## config.mk

```make
export PLATFORM = sky130hd
export DESIGN_NAME = button_event_ctrl
export DESIGN_NICKNAME = d
export VERILOG_FILES = /design/src/rtl/btn_pkg.sv /design/src/rtl/btn_debounce_fsm.sv /design/src/rtl/button_event_ctrl.sv
export SDC_FILE = /design/constraint.sdc
export NUM_CORES = 1
export LEC_CHECK = 0
export ABC_AREA = 1
export BUFFER_PORTS_ARGS = -buffer_cell sky130_fd_sc_hd__buf_2
export CAP_MARGIN = 20
export CORE_MARGIN = 5
export CORE_UTILIZATION = 40
export CTS_BUF_LIST = sky130_fd_sc_hd__clkbuf_4 sky130_fd_sc_hd__clkbuf_8
export CTS_CLUSTER_SIZE = 28
export DETAILED_ROUTE_END_ITERATION = 16
export SYNTH_ARGS = -nofsm -noshare
export SYNTH_HDL_FRONTEND = slang
export SYNTH_HIERARCHICAL = 1
export SYNTH_SLANG_ARGS = --single-unit
```

## constraint.sdc

```tcl
create_clock -name clk -period 1.4 [get_ports clk]
set_clock_uncertainty 0.1 [all_clocks]
set_input_delay 0.28 -clock clk [delete_from_list [all_inputs] [get_ports clk]]
set_output_delay 0.28 -clock clk [all_outputs]
set_load 0.1 [all_outputs]
```

## src/rtl/btn_pkg.sv

```systemverilog
// ---------------------------------------------------------------------------
// btn_pkg
// Shared definitions for the button event controller: the debounce state
// encoding and the default cycle counts (sized for a 50 MHz clock: 10 ms
// debounce, 1 s long-press, 200 ms auto-repeat).
// ---------------------------------------------------------------------------
package btn_pkg;

  typedef enum logic [1:0] {
    IDLE         = 2'd0,
    PRESS_WAIT   = 2'd1,
    PRESSED      = 2'd2,
    RELEASE_WAIT = 2'd3
  } deb_state_e;

  localparam int DEF_DEBOUNCE_CYC = 500000;
  localparam int DEF_LONG_CYC     = 50000000;
  localparam int DEF_REPEAT_CYC   = 10000000;
  localparam int DEF_CNT_W        = 26;

endpackage

```

## src/rtl/btn_debounce_fsm.sv

```systemverilog
// ---------------------------------------------------------------------------
// btn_debounce_fsm
// Synchronizes the raw button level and filters contact bounce. A level
// change is accepted only after the synchronized input has held the new
// level long enough for the debounce timer to expire.
//
// Ports
//   clk        in   rising-edge clock
//   reset_n    in   asynchronous active-low reset
//   noisy_in   in   raw asynchronous button level, 1 = pressed
//   debounced  out  filtered level (registered), 1 in PRESSED/RELEASE_WAIT
// ---------------------------------------------------------------------------
module btn_debounce_fsm
  import btn_pkg::*;
#(
  parameter int DEBOUNCE_CYC = DEF_DEBOUNCE_CYC,
  parameter int CNT_W        = DEF_CNT_W
) (
  input  logic clk,
  input  logic reset_n,
  input  logic noisy_in,
  output logic debounced
);

  localparam logic [CNT_W-1:0] TIMER_LAST = CNT_W'(DEBOUNCE_CYC - 1);

  logic             sync_p0;
  logic             sync_in;
  deb_state_e       state;
  logic [CNT_W-1:0] timer;
  logic             timer_done;

  assign timer_done = (timer == TIMER_LAST);

  // stage 0/1: two-flop synchronizer for the asynchronous button level
  always_ff @(posedge clk or negedge reset_n) begin
    if (!reset_n) begin
      sync_p0 <= 1'b0;
      sync_in <= 1'b0;
    end else begin
      sync_p0 <= noisy_in;
      sync_in <= sync_p0;
    end
  end

  // debounce FSM; debounced is updated on the transitions that cross
  // between the released pair (IDLE/PRESS_WAIT) and the pressed pair
  // (PRESSED/RELEASE_WAIT), so it is a clean registered copy of the state.
  always_ff @(posedge clk or negedge reset_n) begin
    if (!reset_n) begin
      state     <= IDLE;
      timer     <= '0;
      debounced <= 1'b0;
    end else begin
      timer <= ((state == IDLE) || (state == PRESSED)) ? '0 : timer + CNT_W'(1);
      case (state)
        IDLE: begin
          if (sync_in) state <= PRESS_WAIT;
        end
        PRESS_WAIT: begin
          if (!sync_in) begin
            state <= IDLE;
          end else if (timer_done) begin
            state     <= PRESSED;
            debounced <= 1'b1;
          end
        end
        PRESSED: begin
          if (!sync_in) state <= RELEASE_WAIT;
        end
        RELEASE_WAIT: begin
          if (sync_in) begin
            state <= PRESSED;
          end else if (timer_done) begin
            state     <= IDLE;
            debounced <= 1'b0;
          end
        end
        default: begin
          state     <= IDLE;
          debounced <= 1'b0;
        end
      endcase
    end
  end

endmodule

```

## src/rtl/button_event_ctrl.sv

```systemverilog
// ---------------------------------------------------------------------------
// button_event_ctrl
// Turns a bouncing push-button into clean events: press/release strobes,
// a long-press strobe after LONG_CYC cycles of hold, and auto-repeat
// strobes every REPEAT_CYC cycles while the long press continues.
//
// Ports
//   clk            in   rising-edge clock
//   reset_n        in   asynchronous active-low reset
//   noisy_in       in   raw asynchronous button level, 1 = pressed
//   enable         in   event generation enable (debouncing always runs)
//   debounced      out  filtered button level
//   press_pulse    out  one-cycle strobe, cycle after debounced rises
//   release_pulse  out  one-cycle strobe, cycle after debounced falls
//   long_pulse     out  one-cycle strobe when the hold reaches LONG_CYC
//   repeat_pulse   out  one-cycle strobe every REPEAT_CYC after long_pulse
//   held_long      out  high from the cycle after long_pulse until release
// ---------------------------------------------------------------------------
module button_event_ctrl
  import btn_pkg::*;
#(
  parameter int DEBOUNCE_CYC = DEF_DEBOUNCE_CYC,
  parameter int LONG_CYC     = DEF_LONG_CYC,
  parameter int REPEAT_CYC   = DEF_REPEAT_CYC,
  parameter int CNT_W        = DEF_CNT_W
) (
  input  logic clk,
  input  logic reset_n,
  input  logic noisy_in,
  input  logic enable,
  output logic debounced,
  output logic press_pulse,
  output logic release_pulse,
  output logic long_pulse,
  output logic repeat_pulse,
  output logic held_long
);

  localparam logic [CNT_W-1:0] LONG_LAST   = CNT_W'(LONG_CYC - 1);
  localparam logic [CNT_W-1:0] REPEAT_LAST = CNT_W'(REPEAT_CYC - 1);

  logic             debounced_p1;
  logic             press_p1;
  logic             release_p1;
  logic [CNT_W-1:0] hold_cnt;
  logic [CNT_W-1:0] rep_cnt;

  btn_debounce_fsm #(
    .DEBOUNCE_CYC (DEBOUNCE_CYC),
    .CNT_W        (CNT_W)
  ) u_debounce (
    .clk       (clk),
    .reset_n   (reset_n),
    .noisy_in  (noisy_in),
    .debounced (debounced)
  );

  // Edge strobes are registered; the final AND with enable makes a
  // disable take effect in the very cycle it is applied.
  assign press_pulse   = press_p1 & enable;
  assign release_pulse = release_p1 & enable;

  // hold_cnt counts cycles already held, so it equals LONG_CYC-1 exactly in
  // the LONG_CYC-th cycle of the hold. Gating by debounced suppresses the
  // strobe when the release lands on the threshold cycle; gating by press
  // keeps the pulses mutually exclusive for the shortest legal LONG_CYC.
  assign long_pulse   = enable & debounced & ~held_long & ~press_p1 &
                        (hold_cnt == LONG_LAST);
  assign repeat_pulse = enable & debounced & held_long &
                        (rep_cnt == REPEAT_LAST);

  // stage 1: edge detection and hold/repeat tracking
  always_ff @(posedge clk or negedge reset_n) begin
    if (!reset_n) begin
      debounced_p1 <= 1'b0;
      press_p1     <= 1'b0;
      release_p1   <= 1'b0;
      held_long    <= 1'b0;
      hold_cnt     <= '0;
      rep_cnt      <= '0;
    end else begin
      debounced_p1 <= debounced;
      press_p1     <= enable & debounced & ~debounced_p1;
      release_p1   <= enable & ~debounced & debounced_p1;
      held_long    <= enable & debounced & (held_long | long_pulse);

      if (!debounced || !enable) begin
        hold_cnt <= '0;
      end else if (!held_long) begin
        hold_cnt <= hold_cnt + CNT_W'(1);
      end

      if (long_pulse || !held_long) begin
        rep_cnt <= '0;
      end else if (rep_cnt == REPEAT_LAST) begin
        rep_cnt <= '0;
      end else begin
        rep_cnt <= rep_cnt + CNT_W'(1);
      end
    end
  end

endmodule

```

==> impl_metrics.prom, run 1 <==
# TYPE chip_impl_metric gauge
chip_impl_info{name="status",value="complete, but fails checks"} 1
chip_impl_info{name="violations",value="negative setup slack"} 1
chip_impl_info{name="regToRegStartpoint",value="held_long"} 1
chip_impl_info{name="post-synth-top-count-cell",value="nand2_1"} 1
chip_impl_metric{name="worstHoldPathCells",unit=""} 4
chip_impl_metric{name="mappedNetlistNets",unit=""} 758
chip_impl_info{name="synth.top_cells.by_area",value="dfrtp_1 (42%), nand2_1 (16%), nor2_1 (12%), inv_1 (6.6%), nand3_1 (4.0%)"} 1
chip_impl_metric{name="floorplan.die.width",unit="um"} 123
chip_impl_metric{name="design.core.area",unit="mm2"} 0.0126
chip_impl_metric{name="hold_slack",unit="ns"} 0.188
chip_impl_metric{name="layout.nets",unit=""} 936
chip_impl_info{name="synth.cells.most_frequent",value="nand2_1 (222), nor2_1 (161), inv_1 (90)"} 1
chip_impl_metric{name="worst_path_largest_cell_delay",unit="ns"} 0.50
chip_impl_metric{name="final_max_slew_viol_count",unit=""} 0
chip_impl_metric{name="maximum_number_of_pins_on_one_net_before_global_route_repair",unit=""} 31
chip_impl_info{name="timing.hold.worst.class",value="input port to register"} 1
chip_impl_metric{name="route.detailed.drc",unit=""} 0
chip_impl_metric{name="pre_cts_slack",unit="ns"} -0.269
chip_impl_metric{name="ys_async_sr_fraction",unit="%"} 100
chip_impl_metric{name="synthesis.instances",unit=""} 750
chip_impl_metric{name="drtAntennaViolNets",unit=""} 0
chip_impl_metric{name="number_of_enable_flip_flop_cells_after_synthesis",unit=""} 0
chip_impl_metric{name="arrival",unit="ns"} 1.69
chip_impl_info{name="netlist.top_cell.by_area",value="dfrtp_1"} 1
chip_impl_metric{name="power.leakage",unit="nW"} 3.43
chip_impl_metric{name="floorplan.initialDensity",unit="%"} 40.7
chip_impl_metric{name="synth_top_area_share",unit="%"} 42.4
chip_impl_metric{name="grt_first_pass_wirelength",unit="um"} 23900
chip_impl_info{name="tritoncts",value="done"} 1
chip_impl_metric{name="vdd_ir_drop_max",unit="mV"} 0.683
chip_impl_metric{name="ctsHtreeMaxLevel",unit=""} 3
chip_impl_info{name="most_common_cell_type_on_the_critical_path",value="nand4_1"} 1
chip_impl_metric{name="layout-drive-gt1-share",unit="%"} 40.5
chip_impl_info{name="critPathLaunch",value="held_long"} 1
chip_impl_metric{name="total_routing_resource_utilization_after_global_routing",unit="%"} 19.9
chip_impl_metric{name="antenna_violations_before_repair",unit=""} 0
chip_impl_metric{name="design_area",unit="mm2"} 0.00783
chip_impl_metric{name="die-area",unit="mm2"} 0.0152
chip_impl_metric{name="postLayoutSetupSlackWorst",unit="ns"} -0.674
chip_impl_metric{name="finalSetupViolCount",unit=""} 59
chip_impl_metric{name="routed_via_density",unit=""} 4.87
chip_impl_metric{name="final_layout_fill_cell_count",unit=""} 1120
chip_impl_metric{name="first_pass_drt_iterations",unit=""} 5
chip_impl_metric{name="hpwl_detailed",unit="um"} 10600
chip_impl_metric{name="cp.required",unit="ns"} 1.02
chip_impl_info{name="end_kind",value="output pin"} 1
chip_impl_metric{name="globalRouteOverflowTotal",unit=""} 0
chip_impl_metric{name="synth.yosys.warnings",unit=""} 6
chip_impl_metric{name="synth-seq-cells",unit=""} 87
chip_impl_metric{name="r2r_slack",unit="ns"} -0.48
chip_impl_info{name="worst-setup-path-type",value="register to output pin"} 1
chip_impl_info{name="cts_root_buffer",value="clkbuf_8"} 1
chip_impl_metric{name="detail_route.wl_per_cell",unit="um"} 13.5
chip_impl_metric{name="ys_types",unit=""} 31
chip_impl_metric{name="max_slew_margin",unit="%"} 76.3
chip_impl_metric{name="synth_xor_xnor_area_share",unit="%"} 2.90
chip_impl_metric{name="reg2reg_depth",unit=""} 9
chip_impl_metric{name="maxCapViolations",unit=""} 0
chip_impl_metric{name="timing.fmax",unit="MHz"} 482
chip_impl_metric{name="fraction_of_the_cycle_the_final_worst_path_needs",unit="%"} 148
chip_impl_info{name="unrepaired_setup_endpoints_after_global_routing",value="true"} 1
chip_impl_metric{name="synthesis.area",unit="mm2"} 0.00513
chip_impl_info{name="hold-path-endpoint",value="press_p1"} 1
chip_impl_metric{name="clock_tree.buffer_depth",unit=""} 2
chip_impl_info{name="startpoint_type",value="register"} 1
chip_impl_metric{name="worst-path-stages",unit=""} 6
chip_impl_metric{name="cts_buffers",unit=""} 9
chip_impl_info{name="rr_endpoint",value="hold_cnt[5]"} 1
chip_impl_metric{name="utilization",unit="%"} 62.1
chip_impl_info{name="hp-start",value="enable"} 1
chip_impl_info{name="combinational_family_with_the_most_area_after_synthesis",value="simple AND/OR/NAND/NOR gates"} 1
chip_impl_info{name="crit_path_top_delay_cell",value="dfrtp_4"} 1
chip_impl_metric{name="finalHoldViolCount",unit=""} 0
chip_impl_metric{name="synth_seq_area_share",unit="%"} 42.4
chip_impl_metric{name="clk-insertion-delay-late",unit="ns"} 0.37
chip_impl_metric{name="layout.area.seq",unit="mm2"} 0.00219
chip_impl_metric{name="tritoncts_num_sinks",unit=""} 87
chip_impl_metric{name="drt_iter0_drcs",unit=""} 350
chip_impl_metric{name="worstMarginPinSlew",unit="ns"} 0.356
chip_impl_metric{name="row_count",unit=""} 41
chip_impl_metric{name="cp_num_buf_inv",unit=""} 3
chip_impl_metric{name="crit_fanout",unit=""} 2
chip_impl_metric{name="n_antenna_cell",unit=""} 0
chip_impl_metric{name="vias",unit=""} 5385
chip_impl_metric{name="power_per_cell_area",unit="mW/mm2"} 575
chip_impl_metric{name="final.min_clock_period",unit="ns"} 2.07
chip_impl_metric{name="postPlaceCellArea",unit="mm2"} 0.00651
chip_impl_info{name="crit_chain",value="clkinv_4, nand4_1, inv_1, nand4_1, nor2_4, buf_12"} 1
chip_impl_metric{name="synth_area_per_cell",unit="um2"} 6.84
chip_impl_metric{name="clkTransAtPathRegs",unit="ns"} 0.09
chip_impl_metric{name="floorplan_die_height",unit="um"} 123
chip_impl_metric{name="routed_wirelength",unit="um"} 14900
chip_impl_metric{name="area_growth_syn_to_layout",unit="%"} 52.7
chip_impl_metric{name="top_level_ports",unit=""} 10
chip_impl_metric{name="io_buffer_count",unit=""} 9
chip_impl_metric{name="synth-adder-area-share",unit="%"} 0.976
chip_impl_metric{name="place.gp.congestion",unit=""} 0.919
chip_impl_metric{name="synth.mux.area_fraction",unit="%"} 0
chip_impl_metric{name="synth_compound_area_share",unit="%"} 5.56
chip_impl_metric{name="first_global_vias",unit=""} 5273
chip_impl_metric{name="yosys.area_share.simple",unit="%"} 40.3
chip_impl_info{name="ys.flop_type",value="dfrtp_1"} 1
chip_impl_metric{name="multiInputGateArea",unit="mm2"} 0.00330
chip_impl_info{name="cpLargestDelayFamily",value="flip-flops"} 1
[cells by family after synthesis]
logic type / after synthesis
compound gates: 54
xor+xnor: 17
fa+ha+maj: 4
buf+inv: 102
flops: 87
simple gates: 486
[registers in the layout (all words and copies together) (netlist names), named ones only]
name,cells
debounced_p1,1
held_long,1
hold_cnt,26
press_p1,1
release_p1,1
rep_cnt,26
u_debounce/debounced,1
u_debounce/state,1
u_debounce/sync_in,1
u_debounce/sync_p0,1
u_debounce/timer,26
[report_power, final]
| group | total [mW] | leakage, nW | internal [mW] | switching [mW] |
|---|---|---|---|---|
| logic | 0.134 | 2.13 | 0.0472 | 0.0873 |
| clock network | 1.84 | 0.105 | 0.919 | 0.920 |
| registers | 2.53 | 1.20 | 2.52 | 0.0119 |
| total | 4.51 | 3.43 | 3.49 | 1.02 |
[placed cells by master (no fill, tap or decap), types with 4 or more instances in the layout]
cell      instances
a21oi_1          19
buf_12            9
buf_4           137
buf_6            21
clkbuf_8         11
dfrtp_1          81
dfrtp_2           4
inv_1            69
inv_2            20
inv_4             5
nand2_1         176
nand2_2          37
nand2_4          15
nand3_1          26
nand3_2          10
nand3_4           6
nand4_1          12
nor2_1          120
nor2_2           23
nor2_4           44
nor3_1            6
o21ai_0           9
o21ai_1           8
o21ai_2           8
xnor2_1           8
xor2_1            9
[tightest hold or removal path, delay by kind of cell]
family                 cells  cell delay, ns
buffers and inverters      2            0.23
AND/OR/NAND/NOR            2            0.11
[layout make-up]
| type | instances | area share (%) |
|---|---|---|
| multi-input combinational | 561 | 42.2 |
| sequential | 87 | 28.0 |
| timing repair buffer | 174 | 19.7 |
| inverter | 95 | 4.78 |
| tap | 172 | 2.75 |
| clock buffer | 11 | 1.93 |
| clock inverter | 5 | 0.719 |
[timing repair]
item                                    4_1_cts  5_1_grt
pin swaps                                    31       95
setup buffers                                16       28
hold endpoints to repair                     22        0
endpoints found under the setup margin       69       78
hold buffers                                  2        0
resized for setup                            84      171
cloned                                        0        1
[layer usage]
metal | wire length, um | up-vias | GRT usage [%]
met1 | 6670 | 2555 | 25.6
met3 | 504 | 22 | 2.70
li1 | - | 2683 | -
met5 | 0 | - | 0
met2 | 7490 | 125 | 33.8
met4 | 272 | 0 | 7.68
[per-stage QoR]
step / power (mW) / instances / setup TNS (ns)
final: 4.51 / 1105 / -13.17
after global routing: 4.69 / 1105 / -17.78
after CTS: 4.56 / 1090 / -11.94
after detailed placement: 2.70 / 1057 / -7.12
after global placement: 2.70 / 1057 / -5.14
after floorplan: 2.61 / 750 / -4.07
[how the worst max path moves through the flow]
stage | to | slack [ns]
floorplan | long_pulse | -0.70
global placement | repeat_pulse | -0.24
detailed placement | hold_cnt[20] | -0.27
CTS | repeat_pulse | -0.67
global route | long_pulse | -0.75
finish | long_pulse | -0.67
(Power assumes the default switching activity.)
==> run 2, diff against run 1 <==
Settings changed: MAX_ROUTING_LAYER set to met4.
==> impl_metrics.prom, run 2 (synthesis results as in run 1) <==
# TYPE chip_impl_metric gauge
chip_impl_metric{name="final_layout_fill_cell_count",unit=""} 1093
chip_impl_metric{name="vdd_ir_drop_max",unit="mV"} 0.720
chip_impl_metric{name="utilization",unit="%"} 63.3
chip_impl_info{name="crit_chain",value="clkinv_4, nand4_1, inv_1, nand4_1, nor2_4, buf_12"} 1
chip_impl_info{name="crit_path_top_delay_cell",value="dfrtp_4"} 1
chip_impl_metric{name="grt_first_pass_wirelength",unit="um"} 24300
chip_impl_metric{name="max_slew_margin",unit="%"} 75.0
chip_impl_info{name="layout.cells.most_common_list",value="nand2_1 (178), buf_4 (131), nor2_1 (109), dfrtp_1 (78), inv_1 (69)"} 1
chip_impl_metric{name="final_max_slew_viol_count",unit=""} 0
chip_impl_metric{name="first_pass_drt_iterations",unit=""} 7
chip_impl_metric{name="row_count",unit=""} 41
chip_impl_metric{name="finalHoldViolCount",unit=""} 0
chip_impl_metric{name="finalNonFillerCells",unit=""} 1115
chip_impl_metric{name="postLayoutSetupSlackWorst",unit="ns"} -0.719
chip_impl_metric{name="maximum_number_of_pins_on_one_net_before_global_route_repair",unit=""} 30
chip_impl_metric{name="worst-path-stages",unit=""} 6
chip_impl_metric{name="floorplan_die_height",unit="um"} 123
chip_impl_metric{name="floorplan.die.width",unit="um"} 123
chip_impl_info{name="most_common_cell_type_on_the_critical_path",value="nand4_1"} 1
chip_impl_info{name="startpoint_type",value="register"} 1
chip_impl_info{name="biggestRegsByFlops",value="hold_cnt x26, rep_cnt x26, u_debounce/timer x26"} 1
chip_impl_metric{name="arrival",unit="ns"} 1.74
chip_impl_metric{name="detail_route.wl_per_cell",unit="um"} 14.2
chip_impl_metric{name="route.detailed.drc",unit=""} 0
chip_impl_info{name="timing.hold.worst.class",value="input port to register"} 1
chip_impl_info{name="critPathLaunch",value="held_long"} 1
chip_impl_metric{name="routed_wirelength",unit="um"} 15800
chip_impl_metric{name="power.leakage",unit="nW"} 3.49
chip_impl_metric{name="drt_iter0_drcs",unit=""} 297
chip_impl_info{name="cp-endpoint",value="long_pulse"} 1
chip_impl_metric{name="globalRouteOverflowTotal",unit=""} 0
chip_impl_metric{name="worst_path_largest_cell_delay",unit="ns"} 0.51
chip_impl_info{name="end_kind",value="output pin"} 1
chip_impl_metric{name="n_antenna_cell",unit=""} 0
chip_impl_info{name="violations",value="negative setup slack"} 1
chip_impl_metric{name="power_per_cell_area",unit="mW/mm2"} 611
chip_impl_metric{name="drtAntennaViolNets",unit=""} 0
chip_impl_metric{name="die-area",unit="mm2"} 0.0152
chip_impl_metric{name="floorplan.initialDensity",unit="%"} 40.7
chip_impl_metric{name="layout.area.seq",unit="mm2"} 0.00219
chip_impl_metric{name="cp.required",unit="ns"} 1.02
chip_impl_metric{name="reg2reg_depth",unit=""} 11
chip_impl_metric{name="clkTransAtPathRegs",unit="ns"} 0.09
chip_impl_metric{name="pre_cts_slack",unit="ns"} -0.282
chip_impl_info{name="cpLargestDelayFamily",value="flip-flops"} 1
chip_impl_metric{name="finalSetupViolCount",unit=""} 63
chip_impl_metric{name="io_buffer_count",unit=""} 9
chip_impl_metric{name="first_global_vias",unit=""} 5234
chip_impl_metric{name="r2r_slack",unit="ns"} -0.42
chip_impl_metric{name="cts_buffers",unit=""} 9
chip_impl_metric{name="layout-drive-gt1-share",unit="%"} 42.9
chip_impl_info{name="cts_root_buffer",value="clkbuf_8"} 1
chip_impl_metric{name="area_growth_syn_to_layout",unit="%"} 55.8
chip_impl_metric{name="total_routing_resource_utilization_after_global_routing",unit="%"} 20.9
chip_impl_info{name="worst-setup-path-type",value="register to output pin"} 1
chip_impl_info{name="unrepaired_setup_endpoints_after_global_routing",value="true"} 1
chip_impl_metric{name="tritoncts_num_sinks",unit=""} 87
chip_impl_info{name="layout_commonest_cell",value="nand2_1"} 1
chip_impl_metric{name="clk-insertion-delay-late",unit="ns"} 0.38
chip_impl_info{name="regToRegStartpoint",value="held_long"} 1
chip_impl_metric{name="timing.fmax",unit="MHz"} 472
chip_impl_metric{name="ctsHtreeMaxLevel",unit=""} 3
chip_impl_metric{name="clock_tree.buffer_depth",unit=""} 2
chip_impl_metric{name="routed_via_density",unit=""} 4.92
chip_impl_metric{name="vias",unit=""} 5483
chip_impl_metric{name="final.min_clock_period",unit="ns"} 2.12
chip_impl_metric{name="cp_num_buf_inv",unit=""} 3
chip_impl_metric{name="crit_fanout",unit=""} 2
chip_impl_metric{name="hpwl_detailed",unit="um"} 10700
chip_impl_metric{name="top_level_ports",unit=""} 10
chip_impl_metric{name="antenna_violations_before_repair",unit=""} 0
chip_impl_metric{name="place.gp.congestion",unit=""} 0.965
chip_impl_metric{name="maxCapViolations",unit=""} 0
chip_impl_metric{name="multiInputGateArea",unit="mm2"} 0.00329
chip_impl_metric{name="worstMarginPinSlew",unit="ns"} 0.375
chip_impl_info{name="rr_endpoint",value="hold_cnt[15]"} 1
chip_impl_info{name="tritoncts",value="done"} 1
chip_impl_metric{name="layout.nets",unit=""} 946
chip_impl_metric{name="fraction_of_the_cycle_the_final_worst_path_needs",unit="%"} 151
chip_impl_metric{name="post-place-cells",unit=""} 1057
chip_impl_info{name="status",value="complete, but fails checks"} 1
chip_impl_metric{name="design.core.area",unit="mm2"} 0.0126
run 2: cell type report:
cell class                      instances  share of cell area (%)
Multi-Input combinational cell        561                    41.1
Sequential cell                        87                    27.4
Timing Repair Buffer                  184                    21.0
Inverter                               95                    4.71
Tap cell                              172                    2.69
Clock buffer                           10                    1.72
Clock inverter                          6                    1.35
run 2: per-stage QoR:
stage / hold WS, ns / TNS, ns / total power [mW] / cell area, um2
after floorplan: -0.116 / -4.07 / 2.61 / 5170
after global placement: 0.126 / -5.46 / 2.70 / 6510
after detailed placement: 0.127 / -8.57 / 2.70 / 6510
after CTS: 0.145 / -9.74 / 4.91 / 7230
after global routing: 0.173 / -18.46 / 5.06 / 7990
final: 0.172 / -13.57 / 4.88 / 7990
run 2: worst reg2reg max path, cell delays in order (launching register included):
cell and delay (ns):
dfrtp_4 0.51, buf_6 0.13, buf_6 0.10, buf_8 0.12, buf_12 0.13, nor2_4 0.18
nand3_2 0.13, inv_2 0.11, nand2_2 0.06, nand2_1 0.06, nand2_1 0.05, nor2_1 0.09
run 2: worst min-delay path by stage:
stage	startpoint	slack [ns]	depth (start not counted)	end
detailed placement	reset_n	0.13	1	u_debounce/timer[13]
finish	enable	0.17	4	release_p1
CTS	enable	0.15	4	release_p1
global route	enable	0.17	4	release_p1
floorplan	reset_n	-0.12	0	debounced_p1
global placement	reset_n	0.13	1	u_debounce/timer[19]
run 2: metal layers:
| layer | track usage, % | up-vias | wire, um |
|---|---|---|---|
| li1 | - | 2701 | - |
| met4 | 8.10 | 0 | 446 |
| met1 | 26.3 | 2590 | 6710 |
| met3 | 2.97 | 41 | 632 |
| met2 | 34.0 | 151 | 8010 |
| met5 | - | - | 0 |
run 2: power by group:
group	switching [mW]	internal (mW)
Sequential	0.0108	2.52
Clock	0.976	1.23
Combinational	0.0929	0.0527
run 2: timing repair:
action,4_1_cts,5_1_grt
endpoints found under the setup margin,71,79
hold endpoints to repair,23,0
pin swaps,39,85
buffers inserted,23,29
hold buffers,2,0
gates resized for setup,102,176
gates cloned,0,1
